==> config.mk <==
export PLATFORM = sky130hd
export DESIGN_NAME = pattern_order_sequencer
export DESIGN_NICKNAME = d
export VERILOG_FILES = /design/src/rtl/pattern_order_sequencer_pkg.sv /design/src/rtl/pattern_order_sequencer_unpack.sv /design/src/rtl/pattern_order_sequencer.sv
export SDC_FILE = /design/constraint.sdc
export NUM_CORES = 1
export LEC_CHECK = 0
export CAP_MARGIN = 20
export CORE_MARGIN = 10
export CORE_UTILIZATION = 45
export DETAILED_ROUTE_END_ITERATION = 10
export HOLD_SLACK_MARGIN = 0.08
export PLACE_DENSITY = 0.78
export SLEW_MARGIN = 5
export SYNTH_ARGS = -nofsm -noshare
export SYNTH_HDL_FRONTEND = slang
export SYNTH_HIERARCHICAL = 1
export SYNTH_SLANG_ARGS = --single-unit
==> constraint.sdc <==
create_clock -name i_clk -period 3.9 [get_ports i_clk]
set_clock_uncertainty 0.1 [all_clocks]
set_input_delay 0.39 -clock i_clk [delete_from_list [all_inputs] [get_ports i_clk]]
set_output_delay 0.39 -clock i_clk [all_outputs]
set_load 0.01 [all_outputs]
==> src/rtl/pattern_order_sequencer_pkg.sv <==
// pattern_order_pkg: shared types and constants for the pattern order sequencer.
//   state_t         - sequencer FSM states
//   ADDR_W / LEN_W  - per-channel start address / pattern length field widths
//   CH_FIELD_W      - per-channel field stride inside an order entry
//   END_MARKER_DUR  - duration value that marks end of song
//   addr_lsb/len_lsb - bit offsets of channel fields within an order entry
package pattern_order_pkg;

    typedef enum logic [2:0] {
        IDLE,
        FETCH,
        LATCH,
        ARMED,
        PLAYING
    } state_t;

    localparam int ADDR_W         = 5;
    localparam int LEN_W          = 5;
    localparam int CH_FIELD_W     = ADDR_W + LEN_W;
    localparam int END_MARKER_DUR = 0;

    // Entry layout: duration in the LSBs, then {len, addr} per channel, ch0 first.
    function automatic int addr_lsb(input int dur_w, input int ch);
        return dur_w + ch * CH_FIELD_W;
    endfunction

    function automatic int len_lsb(input int dur_w, input int ch);
        return addr_lsb(dur_w, ch) + ADDR_W;
    endfunction

endpackage

==> src/rtl/pattern_order_sequencer_unpack.sv <==
// order_entry_unpack: combinational slicing of one order-list entry.
// Ports:
//   entry - raw order entry (duration + per-channel fields)
//   dur   - pattern duration in note strobes
//   addr  - per-channel pattern start address, ch0 in LSBs
//   len   - per-channel pattern length, ch0 in LSBs
module order_entry_unpack
    import pattern_order_pkg::*;
#(
    parameter  int NUM_CH  = 3,
    parameter  int DUR_W   = 8,
    localparam int ENTRY_W = DUR_W + NUM_CH * CH_FIELD_W
) (
    input  logic [ENTRY_W-1:0]       entry,
    output logic [DUR_W-1:0]         dur,
    output logic [NUM_CH*ADDR_W-1:0] addr,
    output logic [NUM_CH*LEN_W-1:0]  len
);

    assign dur = entry[DUR_W-1:0];

    for (genvar c = 0; c < NUM_CH; c++) begin : g_ch
        assign addr[c*ADDR_W +: ADDR_W] = entry[addr_lsb(DUR_W, c) +: ADDR_W];
        assign len[c*LEN_W +: LEN_W]    = entry[len_lsb(DUR_W, c) +: LEN_W];
    end

endmodule

==> src/rtl/pattern_order_sequencer.sv <==
// pattern_order_sequencer: song-level controller for a bank of note_sequencer
// channels. Walks an order-list ROM, prefetches the next entry while the current
// pattern plays, and broadcasts a reload request at each pattern boundary.
// Optional build macro: ORDER_SEQ_LOOP_CNT_EN (saturating end-of-song loop counter).
// Ports:
//   i_clk, i_rst        - clock, synchronous active-high reset
//   i_start / i_stop    - begin playback at position 0 / halt playback
//   i_note_stb          - tick strobe shared with all channels
//   i_loop_pos          - order position to jump to on an end marker
//   o_order_addr        - order ROM address; i_order_data valid one clock later
//   o_new_addr          - per-channel start address of the next pattern
//   o_new_pattern_len   - per-channel length of the next pattern
//   o_new_addr_valid    - reload request; channels reload on valid & i_note_stb
//   o_playing           - high whenever the sequencer is not idle
//   o_order_pos         - order position of the pattern now playing
//   o_error             - sticky; loop target was itself an end marker
//   o_loop_count        - end-marker jumps since start (0 unless macro defined)
module pattern_order_sequencer
    import pattern_order_pkg::*;
#(
    parameter  int NUM_CH   = 3,
    parameter  int ORDER_AW = 6,
    parameter  int DUR_W    = 8,
    localparam int ENTRY_W  = DUR_W + NUM_CH * CH_FIELD_W
) (
    input  logic                      i_clk,
    input  logic                      i_rst,
    input  logic                      i_start,
    input  logic                      i_stop,
    input  logic                      i_note_stb,
    input  logic [ORDER_AW-1:0]       i_loop_pos,
    output logic [ORDER_AW-1:0]       o_order_addr,
    input  logic [ENTRY_W-1:0]        i_order_data,
    output logic [NUM_CH*ADDR_W-1:0]  o_new_addr,
    output logic [NUM_CH*LEN_W-1:0]   o_new_pattern_len,
    output logic                      o_new_addr_valid,
    output logic                      o_playing,
    output logic [ORDER_AW-1:0]       o_order_pos,
    output logic                      o_error,
    output logic [7:0]                o_loop_count
);

    state_t              state;
    logic [ORDER_AW-1:0] pos;
    logic [ORDER_AW-1:0] order_pos;
    logic [DUR_W-1:0]    count;
    logic [ENTRY_W-1:0]  shadow;
    logic [DUR_W-1:0]    shadow_dur;
    logic [DUR_W-1:0]    data_dur;
    logic                jumped;
    logic                error;
    logic                valid;
    logic                is_marker;
    logic                start_go;
    logic                jump_go;

    order_entry_unpack #(
        .NUM_CH (NUM_CH),
        .DUR_W  (DUR_W)
    ) u_unpack (
        .entry (shadow),
        .dur   (shadow_dur),
        .addr  (o_new_addr),
        .len   (o_new_pattern_len)
    );

    assign data_dur  = i_order_data[DUR_W-1:0];
    assign is_marker = (data_dur == DUR_W'(END_MARKER_DUR));
    assign start_go  = (state == IDLE) && i_start && !i_stop;
    assign jump_go   = (state == LATCH) && !i_stop && is_marker && !jumped;

    // count holds the strobes still owed by the current pattern after the
    // boundary strobe; strobes during a prefetch are still counted, and a
    // prefetch that completes with count already 0 arms immediately.
    always_ff @(posedge i_clk) begin
        if (i_rst) begin
            state     <= IDLE;
            pos       <= '0;
            order_pos <= '0;
            count     <= '0;
            shadow    <= '0;
            jumped    <= 1'b0;
            error     <= 1'b0;
            valid     <= 1'b0;
        end else if (i_stop) begin
            state <= IDLE;
            valid <= 1'b0;
        end else begin
            valid <= 1'b0;
            unique case (state)
                IDLE: begin
                    if (start_go) begin
                        state  <= FETCH;
                        pos    <= '0;
                        count  <= '0;
                        jumped <= 1'b0;
                        error  <= 1'b0;
                    end
                end
                FETCH: begin
                    state <= LATCH;
                    if (i_note_stb && count != '0) count <= count - 1'b1;
                end
                LATCH: begin
                    shadow <= i_order_data;
                    if (i_note_stb && count != '0) count <= count - 1'b1;
                    if (jump_go) begin
                        pos    <= i_loop_pos;
                        jumped <= 1'b1;
                        state  <= FETCH;
                    end else if (is_marker) begin
                        error <= 1'b1;
                        state <= IDLE;
                    end else if (count == '0) begin
                        jumped <= 1'b0;
                        state  <= ARMED;
                        valid  <= 1'b1;
                    end else begin
                        jumped <= 1'b0;
                        state  <= PLAYING;
                    end
                end
                ARMED: begin
                    if (i_note_stb) begin
                        count     <= shadow_dur - 1'b1;
                        order_pos <= pos;
                        pos       <= pos + 1'b1;
                        jumped    <= 1'b0;
                        state     <= FETCH;
                    end else begin
                        valid <= 1'b1;
                    end
                end
                PLAYING: begin
                    if (count == '0) begin
                        state <= ARMED;
                        valid <= 1'b1;
                    end else if (i_note_stb) begin
                        count <= count - 1'b1;
                    end
                end
                default: state <= IDLE;
            endcase
        end
    end

    assign o_order_addr     = pos;
    assign o_new_addr_valid = valid;
    assign o_playing        = (state != IDLE);
    assign o_order_pos      = order_pos;
    assign o_error          = error;

`ifdef ORDER_SEQ_LOOP_CNT_EN
    logic [7:0] loop_cnt;

    always_ff @(posedge i_clk) begin
        if (i_rst) begin
            loop_cnt <= '0;
        end else if (start_go) begin
            loop_cnt <= '0;
        end else if (jump_go && loop_cnt != 8'hFF) begin
            loop_cnt <= loop_cnt + 8'd1;
        end
    end

    assign o_loop_count = loop_cnt;
`else
    assign o_loop_count = '0;
`endif

endmodule

==> reports/metrics.yaml, run 1 <==
outcome: "completed"
ys.flop_type: "dfxtp_1"
vias_per_cell: 5.10
cts.htree.levels: 3
cts.sinks: 64
synthCells: 421
grtUsageMet2_pct: 24.4
yosysWarningCount: 6
final_core_util_pct: 58.4
synth-seq-cells: 64
hold_viol_final: 0
yosys.area.top_type: "dfxtp_1"
antenna_found_initial: 0
wl_per_cell_um: 14.9
dr_total_vias: 2913
hp-class: "register to register"
clock_path_buffers: 2
finalMaxSlewViolations: 0
rsz0062_at_grt: "false"
seq_area_sq_um: 1280
setup_viol: 0
grt_pass1_vias: 2811
ys_async_sr_fraction_pct: 0
grt_use_met1_pct: 15.6
cp.arrival_ps: 3320
fp.dieW_um: 106
post-route-drc-count: 0
die_area_sq_um: 11200
seq_area_frac_synth_pct: 38.4
crit_buf_inv: 1
io_buffers: 93
ys_types: 52
hpwl_um: 6340
synthTopCellsByCount: "nand2_1, dfxtp_1, a21oi_1"
multi_input_area_sq_um: 1590
nNetsFinal: 518
crit_family: "simple AND/OR/NAND/NOR gates"
cts_buffers: 9
ctsHoldBuffers: 0
area_delta_synth_final_pct: 26.4
min_period_ps: 3200
cts_setup_buffers: 0
antenna_cells: 0
p_leak_uw: 0.00147
criticalPathCategory: "register to register"
tightest_slew_ps: 778
drv_cap: 0
rows: 31
tritoncts: "yes"
worstPathCellList: "nor3_2 > or2_1 > mux2i_1 > ha_1 > inv_1 > a221oi_4 > xor2_1 > a22oi_1 > o21ai_1"
cp_max_fo: 18
avgSynthCellArea_sq_um: 7.92
die_y_um: 106
drive_gt1_share_pct: 8.05
cp.required_ps: 4020
synthTopCellsByArea: "dfxtp_1, nand2_1, buf_4, a21oi_1, mux2i_1"
crit_path_end_kind: "register"
start_util_pct: 46.2
fill_cells: 670
max_slew_margin_pct: 47.8
max_freq_mhz: 313
overflow: 0
grt_start_max_net_pins: 39
routed_wl_um: 8510
grt_use_met3_pct: 7.19
drt_iter0_drc: 143
netlist_area_sq_um: 3330
p_per_area_nw_per_um2: 357
dr.pass1.iters: 4
vdd_drop_max_mv: 0.259
critical-path-max-stage-delay_ps: 730
cts_resized: 0
core_area_sq_um: 7210
yosysMostFrequentCell: "nand2_1"
period_share_pct: 82.0
critPathLaunchType: "register"
ant_nets: 0
clk_latency_ps: 340
synth_edf_count: 0
grt.total_usage_pct: 14.5
path_clk_slew_ps: 70
place_congestion: 0.923
num_io_pins: 102
yosysTopAreaCellShare_pct: 38.4
tns_ps: 0
grt_pass1_wl_um: 13600
cts-root-buf: "clkbuf_8"
busiest_layer: "met2"
slowest_stage: "nor3_2"
==> path summary, 6_finish.rpt <==
| check | startpoint | to | slack [ps] | cells past startpoint |
|---|---|---|---|---|
| max | state[2] | count[4] | 700 | 9 |
| min | shadow[33] | shadow[33] | 350 | 2 |
| max reg2reg | state[2] | count[4] | 700 | 9 |
| min reg2reg | shadow[33] | shadow[33] | 350 | 2 |
==> flip-flops by register name (all words and copies together), names as in the netlist <==
| name | count |
|---|---|
| o_order_addr | 6 |
| o_new_addr_valid | 1 |
| o_order_pos | 6 |
| state | 3 |
| o_error | 1 |
| count | 8 |
| jumped | 1 |
| shadow | 38 |
==> cells by family (layout without fill, tap and decap cells) <==
logic type | after synthesis | count (layout) | synth area share (%)
and+or+nand+nor | 165 | 165 | 22.0
AOI/OAI and AO/OA | 92 | 92 | 17.6
buffers and inverters | 76 | 120 | 14.7
DFF | 64 | 64 | 38.4
muxes | 12 | 12 | 4.02
xor gates and xnor gates | 8 | 8 | 2.10
adders and majority gates | 3 | 3 | 1.09
other | 1 | 8 | 0.113
==> per-layer routing <==
| metal | wire length, um | up-vias | share of wire [%] |
|---|---|---|---|
| li1 | - | 1469 | - |
| met1 | 3350 | 1324 | 39 |
| met2 | 4150 | 108 | 49 |
| met3 | 899 | 12 | 11 |
| met4 | 115 | 0 | 1.4 |
| met5 | 0 | - | 0 |
==> final cells by class <==
cell class | instances | share of cell area [%]
clock buffer | 11 | 3.59
timing repair buffer | 97 | 22.7
tap | 99 | 2.94
multi-input combinational | 288 | 37.8
clock inverter | 5 | 1.87
sequential | 64 | 30.4
inverter | 7 | 0.624
==> cells in the final DEF, fill, tap and decap left out, drive strengths merged, types with 5 or more instances in the layout <==
master,instances
nor2,27
inv,6
clkdlybuf4s50,92
o21bai,5
clkbuf,11
or3,5
mux2i,11
xor2,5
nor4,8
a22oi,7
buf,5
nand3,7
o21ai,11
nor3,11
dfxtp,64
conb,8
a21oi,50
nand2,94
==> report_power, final <==
group	switching (uW)	total [uW]	leakage (uW)	internal, uW
Combinational	84.8	175	0.000831	90.2
Clock	267	661	0.000119	394
Sequential	6.89	668	0.000516	661
==> metrics by stage <==
stage	instances	hold slack, ps	setup slack, ps	power (uW)	cell area (sq um)
2_1_floorplan	428	329	1570	789	3360
3_3_place_gp	555	341	927	854	3980
3_5_place_dp	555	347	753	856	3980
4_1_cts	571	356	718	1510	4210
5_1_grt	571	375	393	1550	4210
6_report	571	353	700	1500	4210
==> tightest hold or removal path, cell delays in order, from the launching register on <==
cell and delay, ps:
dfxtp_1 310, nand2_1 50, a21oi_1 50
(Power assumes the default switching activity.)
==> inputs of run 2 (changes only) <==
- clock period: 3.9 -> 3.2 ns (I/O delays scaled with it)
==> run 2 against run 1 <==
  * Count of clock-buffer cells in the layout is 1 lower
  * Worst setup slack got worse by 400 ps
  * Non-clock buffer count grew 4
  * Sequential share of layout area fell by 0.25 points
  * Routed wire length grew 3.8%
  * Combinational power up 25%
  * Maximum frequency is 10% higher
  * Die area unchanged
  * Via count is 2.3% higher
  * Largest power group is now the clock network
  * Clock power grew 27%
==> reports/metrics.yaml, run 2 (synthesis gave the netlist of run 1 again) <==
tritoncts: "yes"
grt_pass1_vias: 2951
p_per_area_nw_per_um2: 441
die_area_sq_um: 11200
rr_worst_depth: 9
fin_ws_ps: 302
hp-class: "input port to register"
switching_share_pct: 23.5
antenna_cells: 0
largest_register_ffs: 38
largest-register: "shadow"
outcome: "completed"
worstHoldPathCells: 2
period_share_pct: 90.6
criticalPathCategory: "register to register"
final_core_util_pct: 58.9
grt_start_max_net_pins: 39
p_switching_uw: 441
reg2reg_to: "count[4]"
clk_latency_ps: 350
post-route-drc-count: 0
max_freq_mhz: 345
drv_cap: 0
setup_viol: 0
dr_total_vias: 2979
routed_wl_um: 8830
ant_nets: 0
core_area_sq_um: 7210
ctsHoldBuffers: 0
whs_ps: 291
reg2reg_slack_ps: 300
io_buffers: 93
hpwl_um: 6520
cts_buffers: 9
tightest_slew_ps: 651
cts-root-buf: "clkbuf_8"
place_congestion: 0.902
final_cell_mix: "nand2_1, clkdlybuf4s50_1, dfxtp_1, a21oi_1, nor2_1"
clockPowerShare_pct: 44.9
drive_gt1_share_pct: 8.61
cts.sinks: 64
reg2reg_from: "state[1]"
drt_iter0_drc: 233
cp.arrival_ps: 3080
cp.required_ps: 3390
fin_area_sq_um: 4250
antenna_found_initial: 0
num_io_pins: 102
wl_per_cell_um: 15.4
vdd_drop_max_mv: 0.326
hold_viol_final: 0
dpl_worst_slack_ps: 401
crit_path_end_kind: "register"
final_common_cell: "nand2_1"
critPathLaunchType: "register"
die_y_um: 106
p_int_uw: 1430
pwr-share-seq_pct: 43.4
start_util_pct: 46.2
min_from: "i_rst"
nNetsFinal: 522
grt.total_usage_pct: 15.5
vias_per_cell: 5.18
power_frac_comb_pct: 11.6
min_period_ps: 2900
cts_resized: 0
overflow: 0
rows: 31
clock_path_buffers: 2
top_regs: "shadow x38, count x8"
cp_max_fo: 11
hold_path_end: "jumped"
area_delta_synth_final_pct: 27.4
dr.pass1.iters: 5
rsz0062_at_grt: "false"
cts_setup_buffers: 0
grt_pass1_wl_um: 14200
cts.htree.levels: 3
postPlaceCellArea_sq_um: 4010
max_slew_margin_pct: 56.4
tns_ps: 0
p_leak_uw: 0.00148
fp.dieW_um: 106
finalMaxSlewViolations: 0
path_clk_slew_ps: 70
-- run 2: cell type report --
type                    count  area (sq um)
fillers                   637          2970
multi-input cells         288          1590
flip-flops and latches     64          1280
repair buffers            101           986
clock buffers              10           128
well taps                  99           124
clock inverters             6           108
inverters                   7          26.3
-- run 2: how the worst max path moves through the flow --
stage                          from               to  slack, ps  cells past startpoint
floorplan                  state[2]         count[4]        870                     11
global placement    i_order_data[4]  o_order_addr[3]        520                      7
detailed placement  i_order_data[4]  o_order_addr[2]        400                      7
CTS                        state[1]         count[4]        390                      9
global route               state[1]         count[4]        130                      9
finish                     state[1]         count[4]        300                      9
-- run 2: routing by layer --
layer	vias up	global-route usage [%]	routed length [um]
met5	-	0	0
met3	14	6.46	960
met1	1364	16.5	3430
met2	129	26.1	4290
met4	0	7.16	153
li1	1472	-	-
-- run 2: worst max-delay path, cell delays in order, from the launching register on --
cell	delay (ps)
dfxtp_1	540
maj3_2	380
or2_1	420
mux2i_1	360
ha_1	260
inv_1	80
a221oi_4	240
xor2_1	250
a22oi_1	90
o21ai_1	120
-- run 2: metrics by stage --
| step | std cells | total power, uW |
|---|---|---|
| after floorplan | 428 | 962 |
| after CTS | 575 | 1880 |
| after global routing | 575 | 1930 |
| after detailed placement | 559 | 1050 |
| after global placement | 559 | 1040 |
| final | 575 | 1870 |
-- run 2: power by group through the flow --
stage               Clock, uW  Combinational [uW]  Sequential, uW
global route              881                 237             814
detailed placement          0                 215             832
finish                    842                 218             813
global placement            0                 213             831
floorplan                   0                 131             830
CTS                       854                 216             813
